===== config.mk =====
export PLATFORM = sky130hd
export DESIGN_NAME = alu_rr_sequencer
export DESIGN_NICKNAME = d
export VERILOG_FILES = /design/src/rtl/alu_seq_pkg.sv /design/src/rtl/rr_arb2.sv /design/src/rtl/alu_rr_sequencer.sv
export SDC_FILE = /design/constraint.sdc
export NUM_CORES = 1
export LEC_CHECK = 0
export ABC_AREA = 1
export BUFFER_PORTS_ARGS = -buffer_cell sky130_fd_sc_hd__buf_4
export CAP_MARGIN = 20
export CORE_MARGIN = 2
export CORE_UTILIZATION = 42
export DETAILED_ROUTE_END_ITERATION = 8
export GPL_ROUTABILITY_DRIVEN = 0
export MAX_ROUTING_LAYER = met4
export PLACE_DENSITY_LB_ADDON = 0.2
export SYNTH_ARGS = -nofsm -noshare
export SYNTH_HDL_FRONTEND = slang
export SYNTH_SLANG_ARGS = --single-unit

===== constraint.sdc =====
create_clock -name clock -period 1.2 [get_ports clock]
set_clock_uncertainty 0.1 [all_clocks]
set_input_delay 0.06 -clock clock [delete_from_list [all_inputs] [get_ports clock]]
set_output_delay 0.06 -clock clock [all_outputs]
set_load 0.05 [all_outputs]

===== src/rtl/alu_seq_pkg.sv =====
// Shared types and constants for the ALU round-robin sequencer.
package alu_seq_pkg;

    typedef enum logic [1:0] {
        IDLE = 2'd0,
        EXEC = 2'd1,
        RESP = 2'd2
    } state_t;

    localparam int unsigned W_DEF   = 5;
    localparam int unsigned OPW_DEF = 4;

    localparam logic [3:0] ALU_ADD = 4'b0000;
    localparam logic [3:0] ALU_SUB = 4'b0001;

endpackage


===== src/rtl/rr_arb2.sv =====
// Two-input round-robin arbiter: a lone requester wins; on a tie the
// requester that was not granted last wins. Output is one-hot or zero.
module rr_arb2 (
    input  logic [1:0] valid,
    input  logic       last_grant,
    input  logic       en,
    output logic [1:0] grant
);

    always_comb begin
        grant = '0;
        if (en) begin
            if (&valid) begin
                grant = last_grant ? 2'b01 : 2'b10;
            end else begin
                grant = valid;
            end
        end
    end

endmodule


===== src/rtl/alu_rr_sequencer.sv =====
// Shares one external combinational ALU between two requesters, returning
// tagged results. Optional per-requester grant counters: ALU_RR_PERF_CNT_EN.
module alu_rr_sequencer
    import alu_seq_pkg::*;
#(
    parameter int unsigned W       = W_DEF,
    parameter int unsigned OPW     = OPW_DEF,
    parameter int unsigned ALU_LAT = 1
) (
    input  logic             clock,
    input  logic             reset,
    input  logic             req0_valid,
    output logic             req0_ready,
    input  logic [W-1:0]     req0_a,
    input  logic [W-1:0]     req0_b,
    input  logic [OPW-1:0]   req0_op,
    input  logic             req1_valid,
    output logic             req1_ready,
    input  logic [W-1:0]     req1_a,
    input  logic [W-1:0]     req1_b,
    input  logic [OPW-1:0]   req1_op,
    output logic [W-1:0]     alu_a,
    output logic [W-1:0]     alu_b,
    output logic [OPW-1:0]   alu_op,
    input  logic [2*W-1:0]   alu_result,
    output logic             rsp_valid,
    input  logic             rsp_ready,
    output logic             rsp_id,
    output logic [2*W-1:0]   rsp_data
`ifdef ALU_RR_PERF_CNT_EN
    ,
    output logic [15:0]      grant_cnt0,
    output logic [15:0]      grant_cnt1
`endif
);

    localparam int unsigned CW = (ALU_LAT > 1) ? $clog2(ALU_LAT) : 1;

    state_t        state;
    state_t        state_nxt;
    logic [1:0]    grant;
    logic          last_grant;
    logic          arb_en;
    logic          accept;
    logic          capture;
    logic          retire;
    logic [CW-1:0] lat_cnt;

    // Reset is folded into the enable so no ready is offered while held in reset.
    assign arb_en = (state == IDLE) && reset;

    rr_arb2 u_arb (
        .valid      ({req1_valid, req0_valid}),
        .last_grant (last_grant),
        .en         (arb_en),
        .grant      (grant)
    );

    assign req0_ready = grant[0];
    assign req1_ready = grant[1];
    assign accept     = |(grant & {req1_valid, req0_valid});

    always_ff @(posedge clock or negedge reset) begin
        if (!reset) begin
            state <= IDLE;
        end else begin
            state <= state_nxt;
        end
    end

    always_comb begin
        state_nxt = state;
        capture   = 1'b0;
        retire    = 1'b0;
        case (state)
            IDLE: begin
                if (accept) begin
                    state_nxt = EXEC;
                end
            end
            EXEC: begin
                if (lat_cnt == '0) begin
                    capture   = 1'b1;
                    state_nxt = RESP;
                end
            end
            RESP: begin
                if (rsp_ready) begin
                    retire    = 1'b1;
                    state_nxt = IDLE;
                end
            end
            default: state_nxt = IDLE;
        endcase
    end

    always_ff @(posedge clock or negedge reset) begin
        if (!reset) begin
            alu_a      <= '0;
            alu_b      <= '0;
            alu_op     <= '0;
            rsp_id     <= 1'b0;
            rsp_data   <= '0;
            rsp_valid  <= 1'b0;
            last_grant <= 1'b1;
            lat_cnt    <= '0;
        end else begin
            if (accept) begin
                alu_a      <= grant[1] ? req1_a  : req0_a;
                alu_b      <= grant[1] ? req1_b  : req0_b;
                alu_op     <= grant[1] ? req1_op : req0_op;
                rsp_id     <= grant[1];
                last_grant <= grant[1];
                lat_cnt    <= CW'(ALU_LAT - 1);
            end else if ((state == EXEC) && (lat_cnt != '0)) begin
                lat_cnt <= lat_cnt - CW'(1);
            end
            if (capture) begin
                rsp_data  <= alu_result;
                rsp_valid <= 1'b1;
            end
            if (retire) begin
                rsp_valid <= 1'b0;
            end
        end
    end

`ifdef ALU_RR_PERF_CNT_EN
    always_ff @(posedge clock or negedge reset) begin
        if (!reset) begin
            grant_cnt0 <= '0;
            grant_cnt1 <= '0;
        end else begin
            if (accept && grant[0] && (grant_cnt0 != 16'hFFFF)) begin
                grant_cnt0 <= grant_cnt0 + 16'd1;
            end
            if (accept && grant[1] && (grant_cnt1 != 16'hFFFF)) begin
                grant_cnt1 <= grant_cnt1 + 16'd1;
            end
        end
    end
`endif

endmodule


== After elaboration in Yosys (flattened, before gate mapping) ==
Cells that the tools add are included.
Storage, ports and cells
  flip-flop bits (word level): 30
  input port bits: 43
  output and inout bits: 28
  logic and storage cells: 42
Cells by class
  add/sub/neg operators: 1
  eq/ne operators: 5
  mux-type cells: 18
  bitwise operators: 1
  reductions and logical operators: 8
Operator list (count)
  2-bit two-way mux: 6
  5-bit two-way mux: 2
  1-bit two-way mux: 8
  2-bit != test (second input constant): 3
  2-bit one-hot mux with 3 select lines: 1
  4-bit two-way mux: 1
  2-bit nonzero test: 2
  3-bit AND reduction: 1
  2-bit bitwise AND: 1
  2-bit by 1-bit equality test with 1-bit output (second input constant): 1
  2-bit equality test (second input constant): 1
  1-bit logical AND: 2
  2-bit zero test: 1
  2-bit AND reduction: 1
  2-bit OR reduction: 1
  1-bit subtractor (second input constant): 1

== Logic depth before layout (Yosys ltp) ==
Gate-level depths: netlist of the first run.
  depth in word-level cells: 7
  depth in mapped cells: 7
  depth with buffers taken out: 6

== Hierarchy ==
From an unflattened synthesis of the first run, not the netlist that was laid out.
Second synthesis, totals
  cells, all modules: 184
  area total of the unflattened synthesis: 1468.9 µm²
By module, submodules not included
  alu_rr_sequencer: times used 1, cells an instance 179, area an instance 1447.6 µm², sequential area each 752.0 µm²
  rr_arb2: times used 1, cells an instance 5, area an instance 21.3 µm², sequential area each 0.0 µm²

== Least setup slack after synthesis of the first run ==
No wires, ideal clock.
  kind: flip-flop to flip-flop
  start point: register last_grant
  end point: register last_grant
  setup time: 97 ps
  arrival time: 1256 ps
  setup slack: -253 ps
  cell stages (with the launch flop): 6
  buffers on the path: 0
  clock period less this slack: 1453 ps
  cells stage by stage: dfstp_2 > inv_1 > nand2_1 > nand4_2 > inv_1 > o21ai_0
On the way
  longest elaborated chain between the ends: 5
Ends and longest elaborated chain
  start: declaration: RTL line alu_rr_sequencer.sv:42  | logic last_grant;
  start signal: assignment: RTL line alu_rr_sequencer.sv:113  | last_grant <= grant[1];
  2-bit two-way mux: RTL line rr_arb2.sv:14  | grant = last_grant ? 2'b01 : 2'b10;
  2-bit two-way mux: RTL line rr_arb2.sv:13  | if (&valid) begin
  2-bit two-way mux: RTL line rr_arb2.sv:12  | if (en) begin
  via req0_ready: RTL line alu_rr_sequencer.sv:13  | output logic req0_ready,
  2-bit bitwise AND: RTL line alu_rr_sequencer.sv:61  | assign accept = |(grant & {req1_valid, req0_valid});
  2-bit OR reduction: RTL line alu_rr_sequencer.sv:61
The timed path passes the listed nets, and every way through them passes these cells.
A chain may end at the register's enable or synchronous reset.

== Worst setup path in the final report of the first run ==
  start point: register last_grant
  end point: output port req0_ready
On the way
  longest elaborated chain between the ends: 3
Ends and longest elaborated chain (RTL line)
  2-bit two-way mux: rr_arb2.sv:14
  2-bit two-way mux: rr_arb2.sv:13
  2-bit two-way mux: rr_arb2.sv:12
  end: declaration: alu_rr_sequencer.sv:13
No other way between the ends.

==> results of run 1 <==
[registers in the layout, summed over array words and instances, names as in the netlist]
name / count
rsp_valid: 1
state: 2
last_grant: 1
rsp_id: 1
alu_op: 4
alu_b: 5
alu_a: 5
rsp_data: 10
lat_cnt: 1
[metrics by stage]
stage                     std cells  setup slack (ns)  area (µm²)
after floorplan                 180            -0.164        1620
after global placement          305            -0.144        2280
after detailed placement        305            -0.182        2280
after CTS                       343            -0.341        2740
after global routing            349            -0.382        2910
final                           349            -0.338        2910
[power breakdown]
group          total, µW  internal (µW)  switching, µW  leakage [µW]
Clock                835            462            374     0.0000482
Combinational       4430           1620           2810       0.00109
Sequential          1780           1490            292      0.000371
[repair_timing]
item                                    4_1_cts  5_1_grt
setup buffers                                 9        6
gates cloned                                  2        0
gates resized for setup                      25       26
pin swaps                                    18       11
endpoints found under the hold margin        49        0
hold buffers                                 20        0
endpoints found under the setup margin       32       31
[area by class of cell]
cell class,count,share of cell area [%]
clock inverters,1,0.172
repair buffers,120,37.1
well taps,48,2.06
clock buffers,7,2.97
repair inverters,1,0.387
flip-flops and latches,30,25.8
inverters,20,3.14
multi-input cells,122,28.3
[cell usage in the layout, fill, tap and decap left out]
cell type / n
nand3_2: 17
o21bai_1: 14
dfstp_2: 1
a21oi_4: 1
nor2_4: 2
clkinvlp_4: 1
dlygate4sd3_1: 20
nand2_2: 14
clkinv_2: 1
nor2_1: 1
o21ai_0: 1
clkbuf_8: 6
o21ai_1: 2
nand2_4: 9
inv_8: 1
dfrtp_1: 29
nand2_1: 37
nand4_4: 1
nand3_4: 1
inv_12: 1
buf_8: 3
inv_2: 1
nand3_1: 21
buf_6: 8
clkbuf_1: 1
nor2_8: 1
inv_1: 17
buf_12: 6
buf_4: 83
[cell families (layout without fill, tap and decap cells)]
logic type      count (synthesis)  in the layout  synth area share, %
compound gates                 18             18                 8.53
buf+inv                        29            149                 9.70
flops                          30             30                 47.0
simple gates                  103            104                 34.7
[layer usage]
layer / vias up / wire length [µm] / track usage, %
li1: 822 / - / -
met1: 843 / 2020 / 27.9
met2: 54 / 2710 / 40.4
met3: 13 / 258 / 5.65
met4: 0 / 130 / 9.38
met5: - / 0 / -
[how the worst max path moves through the flow]
stage	to	cells after the start
4_1_cts	req0_ready	6
6_report	req0_ready	6
2_1_floorplan	alu_a[0]	7
5_1_grt	req0_ready	6
3_5_place_dp	rsp_data[4]	5
3_3_place_gp	rsp_data[7]	5
[critical path, stage by stage, from the launching register on]
cell and delay [ns]:
dfstp_2 0.54, inv_2 0.05, nand2_4 0.07, nand4_4 0.08, buf_6 0.14, clkinvlp_4 0.07, buf_8 0.14
==> run metrics, run 1 <==
Leakage 0.00151 µW; CTS clk-pin slew, worst paths 0.06 ns; CP startpoint last_grant; largest net degree at the start of global routing 31; Post-synth top flop dfrtp_1; status finished with violations; final core utilization 79.5%; Tot Pwr 7040 µW; crit-path max FO 2; Remaining DRCs 0; die area ~4300 µm²; DIE WIDTH 65.7 µm; register area share after synthesis 47.0%; Tcrit/Tclk final 128%; worst slew pin tran 0.387 ns; Mapped Cells 180; worst endpoint data arrival time 1.38 ns; yosys synthesis warning count 0; clock sink count 30; CTS max path bufs 2; Hold Vio Cnt, Final 0; CP startpoint kind flop; Worst Reg-to-Reg Cells 8; Routed wire per std cell 14.7 µm; vias per cell 4.96; Distinct cells, synth 21; Hold Path Stages 4; crit end category output pin; worst min path class in -> reg; Num CTS Buffers 5; reg-to-reg slack, setup -0.29 ns; Post-synth EDFFs 0; IO buf count 70; via count 1,732; FF/Latch Area 752 µm²; antenna diode instance count 0; CTS tree built; CTS H-tree lvls 2; maximum vdd drop about 1900 µV; hold_sp req0_b[2]; Final min period 1.54 ns; top cells by area, synth dfrtp_1 (45%), nand2_1 (11%), nand3_1 (9.1%); Yosys top cell area share a little under half; Site Rows 22; MaxCap Viol Count 0; most common cell in the synthesized netlist nand2_1; CTS Root Buffer Type clkbuf_8; Worst slew margin roughly three quarters; Detailed Routing Iterations Pass 1 4; Hold WS 0.00525 ns; Post-DP HPWL 2830 µm; first-pass GRT wire length around 7500 µm; max-slew violations 0; Synth async-reset ratio 100%; fraction of layout cells with a size suffix above 1 52.5%; critical path class reg -> out; leading area contributor after synthesis dfrtp_1; failing checks setup timing; First DRT Iteration DRCs 52; cell area after technology mapping 1600 µm²; fillers 257; power per cell area 2420 nW/µm²; Core ar. 3660 µm²; area delta synth->final 81.9%; Global Route Usage Sum 24.1%; Final #Nets about 340; WP data required 1.04 ns; Worst-Skew Late Latency 0.28 ns; Routed Antenna Nets 0; multi-input logic area 825 µm²; most common library cells after synthesis nand2_1 (48), dfrtp_1 (29), nand3_1 (29), inv_1 (19), o21bai_1 (14); IO Pins 71; setup TNS -5.09 ns; Initial Util a little over two fifths; Mapped Avg Cell Area just under 9 µm²; vias in the first global route 1,670; Syn Nets between 200 and 250; routed wire length roughly 5100 µm; Vert. Die Dim roughly 66 µm; worst r2r dst alu_b[3]; initial antenna violation count 0; fmax 0.650 GHz; RR Startpoint last_grant; worst hold endpoint alu_b[2]; GR Overflow Total 0; RSZ-0062 raised after global routing yes; setup slack after layout -0.338 ns; Setup Viol. Count Final 24; Yosys reg bits 30
Power figures use the tool's default switching activity.
==> run 2: changes to the inputs <==
PLACE_DENSITY = 0.8   (was unset)
PLACE_DENSITY_LB_ADDON = unset   (was 0.2)
==> run 2 against run 1 <==
Net effect:
- count of clock-buffer cells in the layout shrank 1
- cell area increased by 2.1%
- the flow finishes with violations (hold timing, setup timing)
- worst setup slack improved by 0.026 ns
==> run metrics, run 2 (synthesis gave the netlist of run 1 again) <==
Core ar. 3660 µm² (unchanged); Global Route Usage Sum 28.4% (+4.3 points); vias per cell 5.18 (+4.3%); setup TNS -7.56 ns (-2.47 ns); IO buf count 70 (unchanged); Remaining DRCs 0 (unchanged); CP bufs+invs 3 (-1); Largest register FFs 10 (unchanged); CP startpoint kind flop; dpl ws -0.209 ns (-0.0267 ns); max-slew violations 0 (unchanged); Worst-Skew Late Latency 0.29 ns (about the same); reg-to-reg slack, setup -0.28 ns (about the same); CTS Root Buffer Type clkbuf_8; most frequent cells in the layout buf_4 (84), nand2_1 (31), dfrtp_1 (29), nand3_1 (26), dlygate4sd3_1 (24); Leakage 0.00151 µW (about the same); area delta synth->final 85.8%; DIE WIDTH 65.7 µm (unchanged); critical path class reg -> out; worst slew pin tran 0.437 ns (+0.0495 ns); crit-path max FO 2 (unchanged); WP data required 1.04 ns (about the same); CTS max path bufs 2 (unchanged); First DRT Iteration DRCs 180 (+250%); Num CTS Buffers 5 (unchanged); largest net degree at the start of global routing 18 (-42%); Hold WS -0.00678 ns (-0.0120 ns); Area after DPL 2290 µm² (+0.33%); MaxCap Viol Count 0 (unchanged); biggest regs rsp_data (10), alu_a (5), alu_b (5); commonest non-fill, non-tap cell in the layout buf_4; initial antenna violation count 0 (unchanged); routed wire length 6320 µm (+23%); power per cell area 2510 nW/µm² (+3.5%); Final min period 1.51 ns (-0.0265 ns); die area 4320 µm² (unchanged); failing checks hold timing, setup timing; Routed wire per std cell 17.9 µm (+22%); vias in the first global route 1,818 (+8.9%); design area 2970 µm² (+2.1%); status finished with violations; worst endpoint data arrival time 1.35 ns (-0.03 ns); highest cell delay on the worst timing path 0.42 ns (-0.12 ns); Hold Vio Cnt, Final 2 (+2); CTS tree built; Vert. Die Dim 65.7 µm (unchanged); fmax 0.662 GHz (+1.8%); CTS H-tree lvls 2 (unchanged); worst min path class in -> reg; Final #Nets 347 (+1.2%); maximum vdd drop 1420 µV (-26%); Tcrit/Tclk final 126% (-2.2 points); largest reg by FF count rsp_data; first-pass GRT wire length 8790 µm (+17%); setup slack after layout -0.311 ns (+0.0265 ns); Post-DP HPWL 3020 µm (+6.7%); Setup Viol. Count Final 32 (+33%); worst path cell trace nor2_4, buf_4, nand4_4, clkinvlp_4, buf_8; Initial Util 43.7% (unchanged); Crit-path slowest cell dfrtp_1; GR Overflow Total 0 (unchanged); clock sink count 30 (unchanged); Worst slew margin 70.8% (-3.4 points); Site Rows 22 (unchanged); Largest delay share family, worst path flip-flops; crit end category output pin; Routed Antenna Nets 0 (unchanged); CTS clk-pin slew, worst paths 0.07 ns (about the same); antenna diode instance count 0 (unchanged); fraction of layout cells with a size suffix above 1 55.1% (+2.6 points); RSZ-0062 raised after global routing yes; Detailed Routing Iterations Pass 1 4 (unchanged); IO Pins 71 (unchanged); via count 1,827 (+5.5%)
==> run 2: what timing repair did <==
action,CTS,global route
endpoints found under the hold margin,52,0
endpoints found under the setup margin,32,32
gates cloned,2,0
pin swaps,10,7
hold buffers,24,0
gates resized for setup,29,33
buffers inserted,10,5
==> run 2: area by class of cell <==
cell class / instances / area [µm²]
Timing Repair Buffer: 124 / 1100
Multi-Input combinational cell: 122 / 863
Sequential cell: 30 / 752
Fill cell: 212 / 691
Inverter: 20 / 86.3
Clock buffer: 6 / 82.6
Tap cell: 48 / 60.1
Clock inverter: 2 / 12.5
Timing Repair inverter: 1 / 11.3
==> run 2: path summary, 6_finish.rpt <==
| path | start | end | cells after the start |
|---|---|---|---|
| setup / recovery | state[0] | req0_ready | 5 |
| hold / removal | req1_op[0] | alu_op[0] | 5 |
| setup reg to reg | state[0] | alu_b[0] | 7 |
| hold reg to reg | rsp_id | rsp_id | 2 |
| max in group asynchronous | reset | last_grant | 3 |
| min in group asynchronous | reset | alu_op[3] | 2 |
==> run 2: worst reg2reg max path, stage by stage, from the launching register on <==
cell and delay [ns]:
dfrtp_1 0.42, nor2_4 0.16, buf_4 0.14, nand4_4 0.08, buf_4 0.17, buf_4 0.15, nand3_1 0.07, nand2_1 0.07
==> run 2: metal layers <==
| layer | track usage [%] | share of wire, % | up-vias | wire (µm) |
|---|---|---|---|---|
| met4 | 14.1 | 3.1 | 0 | 193 |
| met3 | 5.99 | 5.1 | 18 | 321 |
| met5 | - | 0 | - | 0 |
| li1 | - | - | 824 | - |
| met1 | 33.2 | 39 | 899 | 2490 |
| met2 | 46.3 | 52 | 86 | 3310 |
==> run 2: power by group <==
part           internal (µW)  leakage [µW]  switching, µW
sequential              1490      0.000371            372
clock                    461     0.0000472            421
combinational           1710       0.00109           2990
==> run 2: through the flow <==
stage	utilization (%)	power, µW	cells
after CTS	76.6	6860	349
after detailed placement	62.5	5530	306
after floorplan	-	4290	180
after global routing	81.1	7760	353
after global placement	62.5	5470	306
final	81.1	7440	353
==> run 3: changes to the inputs <==
CORE_UTILIZATION = 47   (was 42)
MAX_ROUTING_LAYER = unset   (was met4)
PLACE_DENSITY = 0.85   (was 0.8)
clock period = 1.4 ns   (was 1.2 ns; I/O delays follow)
==> run 3 against run 2 <==
Net effect:
- the run still ends with hold timing, setup timing left
- via count up 4.3%
- sequential share of layout area down 0.43 points
- total power down 18%
- cell area up 1.7%
==> run metrics, run 3 (synthesis gave the netlist of run 1 again) <==
status finished with violations; failing checks hold timing, setup timing; CTS Root Buffer Type clkbuf_4; Global Route Usage Sum 26.9% (-1.5 points); Core ar. 3310 µm² (-9.6%); Hold Vio Cnt, Final 1 (-1); power per cell area 2020 nW/µm² (-19%); IO Pins 71 (unchanged); hold_sp req0_a[0]; Vert. Die Dim 62.3 µm (-5.1%); worst endpoint data arrival time 1.41 ns (+0.06 ns); clock sink count 30 (unchanged); Final #Nets 351 (+1.2%); RR Startpoint state[1]; Largest register FFs 10 (unchanged); die area 3890 µm² (-10%); WP data required 1.23 ns (+0.19 ns); First DRT Iteration DRCs 97 (-46%); most frequent cells in the layout buf_4 (75), nand2_1 (43), dlygate4sd3_1 (39), dfrtp_1 (29), nand3_1 (23); largest reg by FF count rsp_data; Inst Count DP 298 (-2.6%); IO buf count 70 (unchanged); crit-path max FO 2 (unchanged); CP startpoint kind flop; worst min path class in -> reg; Hold Path Stages 4 (-1); RSZ-0062 raised after global routing yes; worst r2r dst alu_b[0]; critical path class reg -> out; Leakage 0.00152 µW (+0.90%); worst path cell trace nor2_4, nand2_4, nor2_8, buf_12, buf_12; Post-DP HPWL 2740 µm (-9.3%); Crit-path slowest cell dfrtp_1; fin cells 354 (+0.28%); largest net degree at the start of global routing 29 (+11); design area 3020 µm² (+1.7%); Num CTS Buffers 5 (unchanged); fmax 0.632 GHz; Final min period 1.58 ns; maximum vdd drop 1290 µV (-9.3%); highest cell delay on the worst timing path 0.44 ns (+0.02 ns); CTS clk-pin slew, worst paths 0.09 ns (+0.02 ns); fraction of layout cells with a size suffix above 1 47.7% (-7.4 points); reg-to-reg slack, setup -0.18 ns (+0.10 ns); via count 1,905 (+4.3%); vias in the first global route 1,784 (-1.9%); setup slack after layout -0.183 ns (+0.128 ns); DIE WIDTH 62.3 µm (-5.1%); CTS max path bufs 2 (unchanged); most used cell, CP buf_12; worst hold endpoint alu_a[0]; commonest non-fill, non-tap cell in the layout buf_4; area delta synth->final 89.0%; Hold WS -0.00855 ns (-0.00177 ns); antenna diode instance count 0 (unchanged); Detailed Routing Iterations Pass 1 4 (unchanged); worst slew pin tran 0.356 ns (-0.0810 ns); first-pass GRT wire length 8200 µm (-6.7%); max-slew violations 0 (unchanged); GR Overflow Total 0 (unchanged); Site Rows 21 (-4.5%); Worst slew margin 76.3% (+5.5 points); Tcrit/Tclk final 113%; Routed Antenna Nets 0 (unchanged); MaxCap Viol Count 0 (unchanged); CTS tree built; Worst-Skew Late Latency 0.34 ns (+0.05 ns); vias per cell 5.38 (+4.0%); Worst Reg-to-Reg Cells 8 (+1); fillers 143 (-33%); Remaining DRCs 0 (unchanged); Area after DPL 2230 µm² (-2.5%); Initial Util 48.3% (+4.6 points); Routed wire per std cell 18.2 µm (+1.5%); Setup Viol. Count Final 19 (-41%); CTS H-tree lvls 2 (unchanged); routed wire length 6430 µm (+1.8%); crit end category output pin; biggest regs rsp_data (10), alu_a (5), alu_b (5); initial antenna violation count 0 (unchanged)
## run 3: changes by cell type in the layout (fill, tap and decap cells not counted), sizes merged
cell	change
clkinv	+1
inv	-2
bufinv	+1
clkinvlp	-1
buf	-10
nand2	-1
dlygate4sd3	+15
## run 3: metrics by stage
stage	TNS [ns]	hold slack [ns]	setup slack [ns]	total power, µW	util [%]
5_1_grt	-3.67	0.00174	-0.262	6360	91.3
4_1_cts	-1.36	0.00922	-0.127	5580	84.4
6_report	-2.56	-0.00855	-0.183	6120	91.3
2_1_floorplan	0	-0.326	0.0359	3660	-
3_3_place_gp	0	-0.217	0.0489	4600	67.4
3_5_place_dp	0	-0.217	0.0258	4660	67.4
## run 3: worst max-delay path, delay by kind of cell, from the launching register on
family,cells,cell delay (ns)
buffers and inverters,2,0.23
AND/OR/NAND/NOR,3,0.39
flip-flops,1,0.44
## run 3: worst max-delay path by stage
stage,start,depth (start not counted),slack (ns),endpoint
after floorplan,state[1],7,0.04,alu_a[0]
after global placement,state[1],7,0.05,alu_b[2]
after detailed placement,state[1],7,0.03,alu_b[2]
after CTS,state[0],5,-0.13,req1_ready
after global routing,state[1],8,-0.26,alu_op[1]
final,state[1],5,-0.18,req1_ready
## run 3: repair_timing
item	CTS	global route
resized for setup	11	38
buffers inserted	6	3
cloned	0	1
hold buffers	39	0
pin swaps	4	9
hold endpoints to repair	56	0
endpoints found under the setup margin	3	29
## run 3: final cells by class
class | count | area (µm²) | area share, %
repair buffers | 129 | 1180 | 39.0
clock buffers | 6 | 51.3 | 1.70
flip-flops and latches | 30 | 752 | 24.9
well taps | 46 | 57.6 | 1.90
clock inverters | 1 | 30.0 | 0.994
repair inverters | 1 | 16.3 | 0.538
multi-input cells | 121 | 846 | 28.0
inverters | 20 | 91.3 | 3.02
## run 3: per-layer routing
metal	global-route usage (%)	vias up	wire, µm
met2	49.5	116	3380
met1	31.5	939	2400
li1	-	828	-
met4	10.3	0	216
met5	0	-	0
met3	4.17	22	439
## run 3: where the power goes
| group | total (µW) | internal [µW] | leakage [µW] | switching [µW] |
|---|---|---|---|---|
| Sequential | 1560 | 1270 | 0.000371 | 283 |
| Clock | 726 | 415 | 0.0000443 | 311 |
| Combinational | 3830 | 1310 | 0.00111 | 2520 |
